--- config.mk ---
export PLATFORM = sky130hd
export DESIGN_NAME = padframe_cfg_loader
export DESIGN_NICKNAME = d
export VERILOG_FILES = /design/src/rtl/padframe_cfg_loader_pkg.sv /design/src/rtl/padframe_cfg_loader.sv
export SDC_FILE = /design/constraint.sdc
export NUM_CORES = 1
export LEC_CHECK = 0
export ABC_AREA = 0
export BUFFER_PORTS_ARGS = -buffer_cell sky130_fd_sc_hd__buf_2
export CAP_MARGIN = 0
export CORE_AREA = 2 2 87 89
export DETAILED_ROUTE_END_ITERATION = 16
export DIE_AREA = 0 0 89 91
export PLACE_DENSITY = 0.63
export SYNTH_ARGS = -nofsm -noshare
export SYNTH_HDL_FRONTEND = slang
export SYNTH_SLANG_ARGS = --single-unit
--- constraint.sdc ---
create_clock -name clk_i -period 1.3 [get_ports clk_i]
set_clock_uncertainty 0.05 [all_clocks]
set_input_delay 0.065 -clock clk_i [delete_from_list [all_inputs] [get_ports clk_i]]
set_output_delay 0.065 -clock clk_i [all_outputs]
set_load 0.005 [all_outputs]
--- src/rtl/padframe_cfg_loader_pkg.sv ---
// -----------------------------------------------------------------------------
// padframe_cfg_loader_pkg
// Shared types and constants for the boot-time padframe configuration loader:
// the two-state controller enum, the table index width, and the default
// register-bus request/response structs used when the instantiating design
// does not supply its own.
// -----------------------------------------------------------------------------
package padframe_cfg_loader_pkg;

  // Controller states: replaying the boot table, or passing the host through.
  typedef enum logic {
    LOAD = 1'b0,
    DONE = 1'b1
  } state_e;

  // Width of the table index and of the reported error index.
  localparam int unsigned IdxW = 8;

  // Default register bus geometry.
  localparam int unsigned RegAw = 32;
  localparam int unsigned RegDw = 32;

  typedef struct packed {
    logic [RegAw-1:0]   addr;
    logic               write;
    logic [RegDw-1:0]   wdata;
    logic [RegDw/8-1:0] wstrb;
    logic               valid;
  } reg_req_t;

  typedef struct packed {
    logic [RegDw-1:0] rdata;
    logic             error;
    logic             ready;
  } reg_rsp_t;

endpackage

--- src/rtl/padframe_cfg_loader.sv ---
// -----------------------------------------------------------------------------
// padframe_cfg_loader
// After reset (and on request) writes a fixed table of configuration values
// into the padframe config port, then hands the port to software.
//
// Ports
//   clk_i       sole clock, rising edge
//   rst_ni      asynchronous active-low reset
//   host_req_i  software config request (stalled while the table replays)
//   host_rsp_o  software config response
//   pad_req_o   request to the padframe config port
//   pad_rsp_i   response from the padframe config port
//   restart_i   single-cycle pulse: replay the table (honoured only in DONE)
//   busy_o      table replay in progress
//   done_o      table finished, host connected to the padframe
//   error_o     sticky: a table write returned error
//   err_idx_o   index of the first table entry that returned error
// -----------------------------------------------------------------------------
module padframe_cfg_loader
  import padframe_cfg_loader_pkg::*;
#(
  parameter int unsigned NumEntries = 4,
  parameter int unsigned AW         = 32,
  parameter int unsigned DW         = 32,
  parameter type         req_t      = reg_req_t,
  parameter type         rsp_t      = reg_rsp_t,
  // Tables keep at least one slot so an empty table still elaborates.
  parameter logic [((NumEntries > 0) ? NumEntries : 1)-1:0][AW-1:0] InitAddr = '0,
  parameter logic [((NumEntries > 0) ? NumEntries : 1)-1:0][DW-1:0] InitData = '0
) (
  input  logic            clk_i,
  input  logic            rst_ni,
  input  req_t            host_req_i,
  output rsp_t            host_rsp_o,
  output req_t            pad_req_o,
  input  rsp_t            pad_rsp_i,
  input  logic            restart_i,
  output logic            busy_o,
  output logic            done_o,
  output logic            error_o,
  output logic [IdxW-1:0] err_idx_o
);

  localparam int unsigned TblLen  = (NumEntries > 0) ? NumEntries : 1;
  localparam int unsigned SelW    = (TblLen > 1) ? $clog2(TblLen) : 1;
  localparam logic [IdxW-1:0] LastIdx =
    (NumEntries > 0) ? IdxW'(NumEntries - 1) : '0;

  state_e          state_q;
  logic [IdxW-1:0] idx_q;
  logic            error_q;
  logic [IdxW-1:0] err_idx_q;
  logic [SelW-1:0] sel;
  logic            xfer;

  assign sel  = idx_q[SelW-1:0];
  assign xfer = pad_req_o.valid && pad_rsp_i.ready;

  // Port muxing. In DONE the host sees the padframe with zero latency; in LOAD
  // the table entry owns the port and the host is held off with ready=0 so its
  // request stays pending rather than being dropped.
  // NOTE: every output gets a full default first so no path leaves it
  // unassigned -- that is what keeps this block from inferring latches.
  always_comb begin
    pad_req_o  = host_req_i;
    host_rsp_o = pad_rsp_i;
    if (state_q == LOAD) begin
      pad_req_o       = '0;
      pad_req_o.valid = 1'b1;
      pad_req_o.write = 1'b1;
      pad_req_o.addr  = InitAddr[sel];
      pad_req_o.wdata = InitData[sel];
      pad_req_o.wstrb = '1;
      host_rsp_o      = '0;
    end
    // Nothing may reach the padframe while reset is held; the first request
    // appears in the cycle right after release.
    if (!rst_ni) begin
      pad_req_o.valid = 1'b0;
    end
  end

  // NOTE: sequential state uses non-blocking assignments only, so every flop
  // samples the pre-edge values regardless of statement order.
  always_ff @(posedge clk_i or negedge rst_ni) begin
    if (!rst_ni) begin
      state_q   <= (NumEntries > 0) ? LOAD : DONE;
      idx_q     <= '0;
      error_q   <= 1'b0;
      err_idx_q <= '0;
    end else begin
      case (state_q)
        LOAD: begin
          if (xfer) begin
            // Only the first failing entry is recorded; the replay carries on.
            if (pad_rsp_i.error && !error_q) begin
              error_q   <= 1'b1;
              err_idx_q <= idx_q;
            end
            if (idx_q == LastIdx) begin
              state_q <= DONE;
            end else begin
              idx_q <= idx_q + 1'b1;
            end
          end
        end
        DONE: begin
          // A host transfer in this same cycle still completes through the
          // pass-through; the switch back to LOAD lands on the next edge.
          if (restart_i && (NumEntries > 0)) begin
            state_q   <= LOAD;
            idx_q     <= '0;
            error_q   <= 1'b0;
            err_idx_q <= '0;
          end
        end
        default: state_q <= DONE;
      endcase
    end
  end

  assign busy_o    = (state_q == LOAD);
  assign done_o    = (state_q == DONE);
  assign error_o   = error_q;
  assign err_idx_o = err_idx_q;

endmodule

==> run_results.csv <==
group,metric,value,unit
synth,ys_top_cells_by_area,"and2_1 38%, dfrtp_1 28%, mux2i_1 5.5%, clkbuf_1 2.8%, nand2_1 2.3%",
synth,synth-seq-cells,18,
finish,antennaDiodeCount,0,
routing,wl,7757,µm
critical_path,critical_path_class,"reg2out",
sta,worst_slew_pin_slew,0.5855,ns
placement,port_buffers,221,
routing,wire_per_inst,14.34,µm
clock_tree,cts_sinks,18,
critical_path,reg2regPathDepth,3,
finish,fin_nets,551,
clock_tree,cts_tree,"built",
synth,synth_area_per_cell,8.089,µm²
grt,grt_pass1_vias,2245,
grt,gr-total-overflow,0,
finish,nFillCells,702,
finish,utilization,50.04,%
grt,grt_max_degree,65,
grt,grt_first_pass_wirelength,9908,µm
floorplanning,die_x,89,µm
synth,yosysTopAreaCell,"and2_1",
sta,setup_viol,112,
placement,dp.cells,523,
synth,synth-xor-area-share,0,%
sta,finalHoldViolations,0,
sta,hold_ws,0.04857,ns
critical_path,crit_path_max_fanout,16,
floorplanning,num_io_pins,222,
sta,fmax,695.7,MHz
floorplanning,die_h,91,µm
floorplanning,core-area,7137,µm²
synth,synth_compound_area_share,10.18,%
synth,synth_top_area_share,37.52,%
clock_tree,h-tree-depth,1,
critical_path,startpoint_type,"register",
clock_tree,clockBufferDepth,2,
placement,place.gp.congestion,0.8871,
clock_tree,cts_root_buf,"clkbuf_8",
synth,ys_types,29,
outcome,outcome,"finished with violations",
finish,drive_gt1_share,69.46,%
critical_path,crit_path_end_kind,"output port",
sta,fin_crit_sh,110.6,%
floorplanning,dieArea,8099,µm²
clock_tree,clk_latency,0.25,ns
synth,syn-num-nets,310,
synth,synthArstFlopShare,100.0,%
hold_path,whs_path_depth,2,
sta,drv_slew,0,
grt,grt.total_usage,15.12,%
routing,vias_per_cell,4.412,
synth,synthesis.instances,202,
power,power.leakage,2.002,nW
finish,final_cells,541,
placement,detailed_place_hpwl,5492,µm
routing,vias,2387,
routing,drtAntennaViolNets,0,
grt,grt_antenna_before_repair,0,
synth,synth_ff_type,"dfrtp_1",
floorplanning,initial_core_util,22.90,%
synth,syn_area,1634,µm²
sta,rsz0062_at_grt,"yes",
routing,first_pass_iters,4,
power,ir_drop,0.5328,mV
critical_path,crit_required,1.19,ns
clock_tree,path_clk_slew,0.07,ns
outcome,violations,"setup timing",
floorplanning,rows,31,
flow_run,drv_cap,0,
synth,synth_top_family_by_area,"simple AND/OR/NAND/NOR gates",
synth,synth-simple-area-share,50.00,%
sta,fin_tns_setup,-9.132,ns
power,power.density,665.5,nW/µm²
synth,ys_warn_count,0,
synth,synth.most_common_cell,"and2_1",
hold_path,hold_path.class,"in2reg",
sta,setup_ws,-0.1374,ns
routing,drtIter0Drc,106,
sta,final.min_clock_period,1.437,ns
routing,drc_errors,0,
finish,areaGrowthSynthToFinish,118.5,%
synth,synthAdderAreaFrac,0.7657,%
clock_tree,numCtsBuffers,3,
synth,synthTopCellsByCount,"98 x and2_1, 18 x dfrtp_1, 12 x clkbuf_1, 10 x nand2_1",
synth,ys_seq_area_share,27.57,%
synth,synth-edff-count,0,
synth,synthMuxAreaShare,5.513,%
critical_path,arrival,1.32,ns
sta,slew_headroom,60.97,%
## logic make-up after synthesis
kind of cell             Yosys count
flip-flops                        18
AND/OR/NAND/NOR                  131
multiplexers                       9
adder cells (fa/ha/maj)            1
buffers and inverters             24
AO/OA/AOI/OAI                     19
## worst paths after layout
path                              start      endpoint  slack [ns]
hold reg to reg            err_idx_o[2]  err_idx_o[2]        0.48
setup / recovery                 done_o  pad_req_o[7]       -0.14
min in group asynchronous        rst_ni      idx_q[1]        0.24
setup reg to reg                 done_o      idx_q[5]       -0.10
hold / removal                restart_i        done_o        0.05
max in group asynchronous        rst_ni        done_o        0.53
## power breakdown
part / total [mW] / leakage (nW) / internal [mW] / switching, mW
sequential: 0.991 / 0.212 / 0.764 / 0.227
clock: 0.458 / 0.0288 / 0.269 / 0.188
combinational: 0.928 / 1.76 / 0.508 / 0.420
## registers in the layout, indices dropped and copies added, names as in the netlist
signal and cells:
err_idx_o 8, idx_q 8, done_o 1, error_o 1
## layout make-up
cell class / count / area [µm²] / area share [%]
Multi-Input combinational cell: 160 / 1239 / 34.69
Inverter: 10 / 40.04 / 1.121
Clock buffer: 4 / 55.05 / 1.542
Timing Repair Buffer: 250 / 1657 / 46.39
Tap cell: 99 / 123.9 / 3.469
Sequential cell: 18 / 456.7 / 12.79
## cells in the final DEF, fill, tap and decap left out, drive strengths merged
| cell | instances |
|---|---|
| a211o | 2 |
| a211oi | 1 |
| a21oi | 1 |
| a31o | 1 |
| and2 | 98 |
| buf | 244 |
| clkbuf | 7 |
| dfrtp | 18 |
| dlygate4sd3 | 2 |
| dlymetal6s4s | 1 |
| ha | 1 |
| inv | 10 |
| mux2i | 9 |
| nand2 | 10 |
| nand2b | 5 |
| nand3 | 6 |
| nand3b | 1 |
| nand4 | 2 |
| nand4b | 2 |
| nor3 | 1 |
| nor3b | 2 |
| nor4 | 1 |
| o211ai | 5 |
| o21a | 2 |
| o21ai | 1 |
| o22ai | 1 |
| o311ai | 4 |
| o31ai | 1 |
| or4 | 3 |
## what timing repair did
action                                 in CTS  in global routing
resized for setup                          14                 80
pin swaps                                   6                  5
endpoints found under the hold margin      18                  0
setup endpoints to repair                 121                122
cloned                                      0                  6
buffers inserted                            4                  1
hold buffers                                3                  0
## worst max-delay path, stage by stage, from the launching register on
cell and delay (ns):
dfrtp_2 0.47, buf_12 0.18, buf_8 0.15, and2_1 0.14, buf_2 0.13
## layer usage
layer	global-route usage, %	share of wire [%]	up-vias
li1	-	-	1145
met1	15.37	35	1084
met2	29.91	56	148
met3	2.545	8.2	10
met4	4.851	1.4	0
met5	0	0	-
## metrics by stage
step           power [mW]  setup WS (ns)  cell area [µm²]
2_1_floorplan       1.297      -0.001648             1655
3_3_place_gp        1.757       -0.01730             2952
3_5_place_dp        1.797       -0.09407             2952
4_1_cts             2.341        -0.1197             3109
5_1_grt             2.531        -0.1665             3571
6_report            2.377        -0.1374             3571
Note: power is estimated with default switching activity, not from simulation.
